**src/rtl/arith_pkg.sv**
```systemverilog
// Shared definitions for the arithmetic lab datapath: default operand widths,
// controller state codes and the iteration counter sizing helper.
package arith_pkg;

    // Default widths match the 3-bit multiplier: 3-bit operands, 6-bit product.
    localparam int DW_DEF = 6;
    localparam int VW_DEF = 3;

    // Controller states. Plain constants keep older tools and modules happy.
    localparam logic [1:0] IDLE = 2'd0;
    localparam logic [1:0] RUN  = 2'd1;
    localparam logic [1:0] DONE = 2'd2;

    // Bits needed for a counter that must be able to hold the value dw.
    function automatic int cnt_width(input int dw);
        return $clog2(dw + 1);
    endfunction

endpackage

```
**src/rtl/div_step.sv**
```systemverilog
// One restoring-division step: shift the next dividend bit into the partial
// remainder, trial-subtract the divisor, and keep the difference only if it
// did not go negative.
module div_step
    import arith_pkg::*;
#(
    parameter int VW = VW_DEF
) (
    input  logic [VW:0]   rem_in,
    input  logic          bit_in,
    input  logic [VW-1:0] divisor,
    output logic [VW:0]   rem_out,
    output logic          q_bit
);

    logic [VW+1:0] shifted;
    logic [VW+1:0] trial;

    // The partial remainder is always below the divisor, so the shifted value
    // fits comfortably and the top bit of the difference is a reliable sign.
    always_comb begin
        shifted = {rem_in, bit_in};
        trial   = shifted - {2'b00, divisor};
        if (trial[VW+1]) begin
            q_bit   = 1'b0;
            rem_out = shifted[VW:0];
        end else begin
            q_bit   = 1'b1;
            rem_out = trial[VW:0];
        end
    end

endmodule

```
**src/rtl/seq_divider.sv**
```systemverilog
// Sequential restoring divider, the inverse of the lab's 3-bit multiplier.
// A start pulse in IDLE or DONE loads the operands; one div_step is iterated
// DW times and the registered results appear with a one-cycle done pulse.
// A zero divisor skips the iterations and reports all-ones with dbz set.
module seq_divider
    import arith_pkg::*;
#(
    parameter int DW = DW_DEF,
    parameter int VW = VW_DEF
) (
    input  logic          clk,
    input  logic          rst_n,
    input  logic          start,
    input  logic [DW-1:0] dividend,
    input  logic [VW-1:0] divisor,
    output logic          busy,
    output logic          done,
    output logic [DW-1:0] quotient,
    output logic [VW-1:0] remainder,
    output logic          dbz
);

    localparam int CW = cnt_width(DW);

    logic [1:0]    state;
    logic [DW-1:0] shift_reg;
    logic [VW:0]   part_rem;
    logic [VW-1:0] dvs_reg;
    logic [CW-1:0] count;
    logic          zero_div;
    logic          accept;
    logic [VW:0]   step_rem;
    logic          step_bit;

    // A new operation may begin whenever no iteration is in flight.
    assign accept = start && ((state == IDLE) || (state == DONE));

    div_step #(
        .VW(VW)
    ) u_step (
        .rem_in (part_rem),
        .bit_in (shift_reg[DW-1]),
        .divisor(dvs_reg),
        .rem_out(step_rem),
        .q_bit  (step_bit)
    );

    // Controller, datapath registers and registered outputs. RUN iterates while
    // the counter is non-zero and spends one final cycle publishing the result,
    // so a zero divisor (counter loaded with 0) publishes after a single cycle.
    always_ff @(posedge clk) begin
        if (!rst_n) begin
            state     <= IDLE;
            shift_reg <= '0;
            part_rem  <= '0;
            dvs_reg   <= '0;
            count     <= '0;
            zero_div  <= 1'b0;
            busy      <= 1'b0;
            done      <= 1'b0;
            quotient  <= '0;
            remainder <= '0;
            dbz       <= 1'b0;
        end else begin
            done <= 1'b0;
            if (accept) begin
                state    <= RUN;
                busy     <= 1'b1;
                dbz      <= 1'b0;
                part_rem <= '0;
                dvs_reg  <= divisor;
                if (divisor == '0) begin
                    shift_reg <= '1;
                    count     <= '0;
                    zero_div  <= 1'b1;
                end else begin
                    shift_reg <= dividend;
                    count     <= CW'(DW);
                    zero_div  <= 1'b0;
                end
            end else begin
                case (state)
                    RUN: begin
                        if (count != '0) begin
                            shift_reg <= {shift_reg[DW-2:0], step_bit};
                            part_rem  <= step_rem;
                            count     <= count - CW'(1);
                        end else begin
                            state     <= DONE;
                            busy      <= 1'b0;
                            done      <= 1'b1;
                            quotient  <= shift_reg;
                            remainder <= part_rem[VW-1:0];
                            dbz       <= zero_div;
                        end
                    end
                    DONE: begin
                        state <= IDLE;
                    end
                    default: begin
                        state <= IDLE;
                    end
                endcase
            end
        end
    end

endmodule
```
**config.mk**
```make
export PLATFORM = sky130hd
export DESIGN_NAME = seq_divider
export DESIGN_NICKNAME = d
export VERILOG_FILES = /design/src/rtl/arith_pkg.sv /design/src/rtl/div_step.sv /design/src/rtl/seq_divider.sv
export SDC_FILE = /design/constraint.sdc
export NUM_CORES = 1
export LEC_CHECK = 0
export CORE_ASPECT_RATIO = 0.7
export CORE_MARGIN = 5
export CORE_UTILIZATION = 27
export DETAILED_ROUTE_END_ITERATION = 12
export PLACE_DENSITY_LB_ADDON = 0.08
export SLEW_MARGIN = 20
export SYNTH_ARGS = -nofsm -noshare
export SYNTH_HDL_FRONTEND = slang
export SYNTH_SLANG_ARGS = --single-unit
```
**constraint.sdc**
```tcl
create_clock -name clk -period 3.2 [get_ports clk]
set_input_delay 0.64 -clock clk [delete_from_list [all_inputs] [get_ports clk]]
set_output_delay 0.64 -clock clk [all_outputs]
set_load 0.02 [all_outputs]
```
==> metrics.txt, run 1 <==
status=complete, no violations; DRC violations left=0; synth unique cells=37; Seq cells post-synth=31; wirelength, routed=3508 microns; CP Capture Type=flip-flop; DRT Pass-1 Iters=4; total global-route track usage=0.1061; clk_skew=0.005063 ns; Final #Nets=217; RSZ-0062 raised after global routing=no; crit-path max FO=15; initial antenna violation count=0; Rel. slew slack=0.4617; clock sinks=31; area grow syn2layout=26.28%; maximum vdd drop=0.1524 mV; CP arrival=2.22 ns; CP cell instances=clkdlybuf4s50_1 -> and2b_1 -> nand2b_1 -> nor2_1 -> o21ai_0 -> and2_1; Seq/Total Area, Yosys=0.4218; post-synth top area share=0.4218; max-cap viol count=0; Post-synth EDFFs=0; drt via density=4.487; gp weighted congestion=0.7613; Hold Path Class=flip-flop to flip-flop; die area=7050 sq um; Final min period=2.046 ns; routed vias=1216; Core ar.=5258 sq um; I/O Pins=24; Initial Utilization=0.2799; Avg Inst Size Synth=8.456 sq um; CP max stage cell=clkdlybuf4s50_1; Post-Syn Area=1471 sq um; number of global-route vias before repair=1208; Max stage delay on crit path=0.47 ns; total global routing overflow=0; Port Buffer Count=23; global-route wire length before repair=5830 microns; top-count cell post-synth=nand2_1; Setup Fix Bufs, Post-CTS=0; row count=22; Die Span Y=71.77 microns; P_leak=0.6849 nW; Hold Slack=0.4591 ns; Top FF cell, synth=dfxtp_1; Ys Warns=0; # setup viols final=0; top area cells in the synthesized netlist=dfxtp_1, nand2_1, a21boi_0; H-tree Lvls=2; CTS tree=yes; Slew Viols, Final=0; R2R cell count=7; Hold Crit Depth=2; Max Fclk=0.4887 GHz; CTS clk-pin slew, worst paths=0.06 ns; most area-hungry cell type in the Yosys netlist=dfxtp_1; Post-Syn Instances=174; TNS Setup=0 ns; largest net degree at the start of global routing=16; CTS Buffer Depth=2; worst-skew pair later-pin latency=0.28 ns; DP Wirelength=2687 microns; final hold viol count=0; startpoint types=input port; cts-stage hold buffer count=0; worst setup path category=input port to flip-flop; Die X=98.24 microns; async set-or-reset flop fraction in the synthesized netlist=0; Initial DRC Count=63; # fillers=552; slew at the pin closest to its max-slew limit=0.8044 ns; Final Cycle Share=0.6394; power density over the cells=486.4 nW/um^2; layout cell share with drive strength beyond 1=0.09045; antenna cell count=0; Antenna Nets Post-Route=0; per-cell routed wire length=12.94 microns; Post-Syn Nets=192; Commonest cells post-synth=nand2_1, dfxtp_1, nor2_1, a21boi_0, a21oi_1; Post-CTS Resized=0; Num CTS Buffers=5; clock root buffer=clkbuf_8; fin util=0.3534; worst endpoint required time=3.37 ns
-- cell type report --
type	count	area [sq um]	area share
multi-input combinational	129	792.0	0.4263
sequential	31	620.6	0.3340
timing repair buffer	24	237.7	0.1279
tap	72	90.09	0.04848
clock buffer	6	82.58	0.04444
inverter	8	30.03	0.01616
clock inverter	1	5.005	0.002694
-- placed cells by master (no fill, tap or decap) --
master | netlist | routed
nor2_1 | 15 | 15
nor2_4 | 1 | 1
nand4_1 | 1 | 1
a21boi_0 | 12 | 12
and2_1 | 6 | 6
o221a_2 | 2 | 2
o21a_1 | 1 | 1
o22ai_1 | 1 | 1
ha_1 | 5 | 5
inv_2 | 1 | 1
nor3_1 | 1 | 1
dfxtp_1 | 31 | 31
and2b_2 | 1 | 1
nand2b_1 | 4 | 4
mux2i_1 | 1 | 1
a211oi_2 | 1 | 1
nor2_2 | 1 | 1
nand2_1 | 37 | 37
clkdlybuf4s50_1 | 0 | 23
o211a_1 | 1 | 1
xnor2_4 | 1 | 1
o21ai_4 | 1 | 1
a21oi_4 | 1 | 1
inv_1 | 7 | 7
o21ai_0 | 7 | 7
a21oi_1 | 10 | 10
buf_4 | 1 | 1
clkinv_2 | 0 | 1
nand3_1 | 3 | 3
o311ai_1 | 2 | 2
and2b_1 | 2 | 2
clkbuf_8 | 0 | 6
and3_1 | 2 | 2
fa_1 | 1 | 1
xnor2_1 | 1 | 1
a31oi_1 | 2 | 2
o21ai_1 | 2 | 2
nor2b_1 | 3 | 3
-- metal layers --
metal / vias up / GRT usage / part of all wire
met3: 6 / 0.03599 / 0.054
met2: 29 / 0.1606 / 0.42
met1: 550 / 0.1371 / 0.51
met5: - / 0 / 0
met4: 0 / 0.04848 / 0.015
li1: 631 / - / -
-- final timing paths --
kind / slack (ns) / from / to
max: 1.15 / start / shift_reg[2]
min: 0.46 / quotient[2] / quotient[2]
max reg2reg: 1.17 / shift_reg[5] / part_rem[2]
min reg2reg: 0.46 / quotient[2] / quotient[2]
-- worst max-delay path, delay by kind of cell --
kind | cells | cell delay [ns]
buf+inv | 1 | 0.47
compound gates | 1 | 0.10
simple gates | 4 | 1.00
-- power by group --
| group | internal, mW | switching (mW) |
|---|---|---|
| Sequential | 0.408 | 0.0164 |
| Combinational | 0.0731 | 0.0942 |
| Clock | 0.169 | 0.143 |
| Total | 0.650 | 0.254 |
-- through the flow --
step                      cells  worst slack (ns)  power, mW  instance area (sq um)
final                       271             1.154     0.9038                   1858
after global placement      264            0.9118     0.6000                   1770
after detailed placement    264            0.8686     0.6012                   1770
after floorplan             174             1.379     0.5484                   1471
after CTS                   271             1.153     0.9158                   1858
after global routing        271            0.9832     0.9558                   1858
-- cells by family (layout without fill, tap and decap cells) --
group / after synthesis / after routing / synth area share
simple gates: 77 / 77 / 0.2423
compound gates: 43 / 43 / 0.2083
flops: 31 / 31 / 0.4218
buf+inv: 14 / 39 / 0.03997
fa+ha+maj: 6 / 6 / 0.05612
xor+xnor: 2 / 2 / 0.02466
mux: 1 / 1 / 0.006803
Note: power is estimated with default switching activity, not from simulation.
==> inputs of run 2 (changes only) <==
Clock period 3.2 ns to 1.7 ns, I/O delays scaled along.
==> run 2 against run 1 <==
Against the previous run: clock-buffer cell count up 1; total power up 110%; non-clock buffer count up 20; first-iteration DRC count down 40%; worst hold slack worse by 0.0035 ns; clock skew up 0.0017 ns; setup slack worse by 1.1 ns; global-route usage up 0.37 points; wire length up 2.3%; sequential power up 88%; final cell count up 7.7%; die area unchanged; highest routed layer unchanged.
==> metrics.txt, run 2 (synthesis results as in run 1) <==
Internal=1.343 mW; global-route wire length before repair=6106 microns; clk_skew=0.006787 ns; die area=7050 sq um; Final #Nets=237; antenna cell count=0; row count=22; clock root buffer=clkbuf_8; R2R cell count=7; largest net degree at the start of global routing=16; clock sinks=31; CP cell instances=inv_2 -> ha_4 -> fa_2 -> o21ai_4 -> xnor2_4 -> mux2i_1 -> a211oi_2; maximum vdd drop=0.3138 mV; area grow syn2layout=42.35%; max-cap viol count=0; Hold Path Class=flip-flop to flip-flop; min-delay src=dbz; Die Span Y=71.77 microns; DRC violations left=0; slew at the pin closest to its max-slew limit=0.4372 ns; fin util=0.3984; CP Capture Type=flip-flop; most frequent cells in the layout=nand2_1, dfxtp_1, clkdlybuf4s50_1, buf_4, nor2_1; Sw Pwr=0.5210 mW; Reg2Reg Setup Slack=0.006 ns; worst-skew pair later-pin latency=0.29 ns; RSZ-0062 raised after global routing=yes; DP Wirelength=2758 microns; drt via density=4.298; startpoint types=flip-flop; crit-path max FO=3; CTS tree=yes; H-tree Lvls=2; initial antenna violation count=0; status=complete, no violations; Max stage delay on crit path=0.36 ns; CTS Buffer Depth=2; Worst path top cell family by delay=adder cells; power density over the cells=890.2 nW/um^2; gp weighted congestion=0.7981; per-cell routed wire length=12.29 microns; Max Fclk=0.5904 GHz; Initial Utilization=0.2799; Final min period=1.694 ns; total global-route track usage=0.1098; final hold viol count=0; Cells after DPL=282; # fillers=537; Die X=98.24 microns; Reg2Reg Capture Point=part_rem[2]; total global routing overflow=0; DRT Pass-1 Iters=4; Comb power frac=0.221; CP arrival=1.87 ns; Worst Hold Path EP=dbz; sum of buffers and inverters on the critical path=1; Reg-to-Reg Start=shift_reg[5]; Final Non-Filler Cells=292; Core ar.=5258 sq um; P_leak=0.8081 nW; clock share of power=0.351; wirelength, routed=3589 microns; Initial DRC Count=38; Slew Viols, Final=0; cts-stage hold buffer count=0; Port Buffer Count=23; Final Cycle Share=0.9964; I/O Pins=24; routed vias=1255; worst setup path category=flip-flop to flip-flop; Flop pwr share=0.428; Antenna Nets Post-Route=0; layout cell share with drive strength beyond 1=0.2227; # setup viols final=0; CTS clk-pin slew, worst paths=0.07 ns; Rel. slew slack=0.7082; Hold Crit Depth=2; worst endpoint required time=1.87 ns; CP max stage cell=fa_2; number of global-route vias before repair=1305; Num CTS Buffers=5; commonest non-fill, non-tap cell in the layout=nand2_1; Switching Fraction=0.2794
## run 2: cell types whose count changed in the layout (fill, tap and decap cells not counted), moves of 2 or more
cell      delta
nand3_2      +2
o311ai_1     -2
nand3_1      -2
buf_4       +19
## run 2: worst min-delay path: cells and delay by family (launching register included)
family           cells  cell delay (ns)
flip-flops           1             0.31
AO/OA/AOI/OAI        1             0.05
AND/OR/NAND/NOR      1             0.05
## run 2: worst max-delay path by stage
stage / from / to / slack (ns) / cells past startpoint
floorplan: shift_reg[5] / part_rem[2] / -0.03 / 7
detailed placement: divisor[2] / shift_reg[1] / -0.12 / 7
global placement: divisor[2] / shift_reg[4] / -0.09 / 7
CTS: shift_reg[5] / part_rem[2] / -0.03 / 7
global route: shift_reg[5] / part_rem[2] / -0.07 / 7
finish: shift_reg[5] / part_rem[2] / 0.006 / 7
## run 2: power groups by stage
stage          sequential (mW)  combinational (mW)  clock [mW]
2_1_floorplan            0.820               0.219           0
3_3_place_gp             0.814               0.386           0
3_5_place_dp             0.815               0.390           0
4_1_cts                  0.798               0.405       0.681
5_1_grt                  0.804               0.451       0.709
6_report                 0.798               0.411       0.655
## run 2: final cells by class
cell class | instances | area [sq um] | share of cell area
clock buffers | 7 | 96.34 | 0.04600
clock inverters | 1 | 7.507 | 0.003584
multi-input cells | 129 | 848.3 | 0.4050
flip-flops and latches | 31 | 621.8 | 0.2969
repair buffers | 44 | 400.4 | 0.1912
inverters | 8 | 30.03 | 0.01434
well taps | 72 | 90.09 | 0.04301
## run 2: layer usage
| metal | up-vias | part of all wire | global-route usage |
|---|---|---|---|
| met3 | 5 | 0.045 | 0.03307 |
| met1 | 552 | 0.52 | 0.1445 |
| li1 | 671 | - | - |
| met2 | 27 | 0.42 | 0.1674 |
| met5 | - | 0 | 0 |
| met4 | 0 | 0.015 | 0.04697 |
## run 2: what timing repair did
item,4_1_cts,5_1_grt
resized for setup,5,2
pin swaps,5,2
buffers inserted,1,1
hold endpoints to repair,0,0
endpoints found under the setup margin,5,10
## run 2: metrics by stage
| step | hold slack (ns) | setup TNS, ns | cell area, sq um | power (mW) | setup slack, ns |
|---|---|---|---|---|---|
| floorplan | 0.4287 | -0.02609 | 1488 | 1.039 | -0.02609 |
| global placement | 0.4435 | -0.4822 | 1934 | 1.200 | -0.08740 |
| detailed placement | 0.4527 | -0.8678 | 1934 | 1.205 | -0.1218 |
| CTS | 0.4622 | -0.05303 | 2079 | 1.884 | -0.03394 |
| global route | 0.4783 | -0.2022 | 2095 | 1.964 | -0.06649 |
| finish | 0.4556 | 0 | 2095 | 1.864 | 0.006174 |
==> inputs of run 3 (changes only) <==
Settings changed: CELL_PAD_IN_SITES_DETAIL_PLACEMENT set to 1, CELL_PAD_IN_SITES_GLOBAL_PLACEMENT set to 1.
==> run 3 against run 2 <==
Against the previous run: die area unchanged; clock-buffer cell count shrank 1; global-route usage grew 1.5 points; worst hold slack better by 0.0063 ns; sequential power hardly changed; final cell count rose by 0.34%; clock power rose by 15%; the run now ends with setup timing left; largest cell class unchanged; core utilization about the same; critical endpoint unchanged; non-clock buffer count grew 1.
==> metrics.txt, run 3 (synthesis results as in run 1) <==
total global-route track usage=0.1252; final hold viol count=0; total global routing overflow=0; Slew Viols, Final=0; met2 WL=1771 microns; slew at the pin closest to its max-slew limit=0.4525 ns; most frequent cells in the layout=nand2_1, dfxtp_1, clkdlybuf4s50_1, buf_4, nor2_1; Cells after DPL=282; wirelength, routed=4050 microns; area grow syn2layout=42.52%; pre-CTS setup slack=-0.1173 ns; worst endpoint required time=1.86 ns; startpoint types=flip-flop; I/O Pins=24; commonest non-fill, non-tap cell in the layout=nand2_1; DRT Pass-1 Iters=2; Die Span Y=71.77 microns; Max stage delay on crit path=0.36 ns; worst-skew pair later-pin latency=0.28 ns; cts-stage hold buffer count=0; power density over the cells=937.2 nW/um^2; CP Capture Type=flip-flop; CTS tree=yes; max-cap viol count=0; row count=22; # setup viols final=4; layout cell share with drive strength beyond 1=0.2172; gp weighted congestion=0.8273; Num CTS Buffers=5; worst setup path category=flip-flop to flip-flop; Rel. slew slack=0.6980; clock sinks=31; DP Area=1922 sq um; Hold Path Class=flip-flop to flip-flop; met3 WL=174 microns; number of global-route vias before repair=1396; Final Cycle Share=1.013; RSZ-0062 raised after global routing=yes; Design Area, Final=2097 sq um; Die X=98.24 microns; largest net degree at the start of global routing=16; Final min period=1.722 ns; global-route wire length before repair=7051 microns; die area=7050 sq um; per-cell routed wire length=13.82 microns; maximum vdd drop=0.2818 mV; DP Wirelength=3219 microns; Core ar.=5258 sq um; Port Buffer Count=23; clk_skew=0.004272 ns; H-tree Lvls=2; Final #Nets=238; status=finished, violations left; final setup margin=-0.02173 ns; Initial Utilization=0.2799; DRC violations left=0; crit-path max FO=3; Antenna Nets Post-Route=0; P_leak=0.8197 nW; CP max stage cell=fa_2; Final Non-Filler Cells=293; clock root buffer=clkbuf_8; routed vias=1307; drt via density=4.461; wl on met1=2046 microns; antenna cell count=0; CP arrival=1.88 ns; Max Fclk=0.5808 GHz; failing checks=setup timing; total power=1.965 mW; initial antenna violation count=0; Initial DRC Count=28; CTS clk-pin slew, worst paths=0.07 ns; CP cell instances=inv_2 -> ha_4 -> fa_2 -> o21ai_4 -> xnor2_4 -> mux2i_1 -> a211oi_2; CTS Buffer Depth=2; top routing layer in use=met4
[run 3: repair_timing]
action	in CTS	in global routing
pin swaps	4	1
endpoints found under the setup margin	5	10
setup buffers	2	1
gates cloned	0	0
resized for setup	2	4
[run 3: area by class of cell]
type / instances / area [sq um]
Sequential cell: 31 / 621.8
Timing Repair Buffer: 45 / 395.4
Clock inverter: 2 / 35.03
Fill cell: 629 / 3161
Clock buffer: 6 / 82.58
Inverter: 8 / 30.03
Multi-Input combinational cell: 129 / 842.1
Tap cell: 72 / 90.09
[run 3: through the flow]
stage	setup TNS [ns]	hold slack [ns]	utilization
2_1_floorplan	-0.02609	0.4287	-
3_3_place_gp	-0.2294	0.4411	0.3655
3_5_place_dp	-0.8791	0.4582	0.3655
4_1_cts	-0.1531	0.4677	0.3936
5_1_grt	-0.5565	0.4837	0.3989
6_report	-0.07781	0.4619	0.3989
[run 3: layer usage]
layer  vias to the layer above  global-route usage
met4                         0             0.04242
li1                        671                   -
met2                        22              0.2006
met5                         -                   0
met3                         4             0.04086
met1                       610              0.1598
[run 3: critical path: cells and delay by family, from the launching register on]
| kind | cells | cell delay (ns) |
|---|---|---|
| adder cells (fa/ha/maj) | 2 | 0.52 |
| AO/OA/AOI/OAI | 2 | 0.30 |
| flip-flops | 1 | 0.34 |
| multiplexers | 1 | 0.23 |
| XOR/XNOR | 1 | 0.16 |
| buffers and inverters | 1 | 0.05 |
[run 3: power breakdown]
part	switching (mW)	leakage [nW]	internal [mW]	total [mW]
Combinational	0.210	0.505	0.201	0.411
Sequential	0.0316	0.254	0.769	0.801
Clock	0.280	0.0612	0.474	0.754
[run 3: path summary, 6_finish.rpt]
path / slack, ns / startpoint / endpoint / cells after the start
setup / recovery: -0.02 / shift_reg[5] / part_rem[2] / 7
hold / removal: 0.46 / quotient[2] / quotient[2] / 2
setup reg to reg: -0.02 / shift_reg[5] / part_rem[2] / 7
hold reg to reg: 0.46 / quotient[2] / quotient[2] / 2
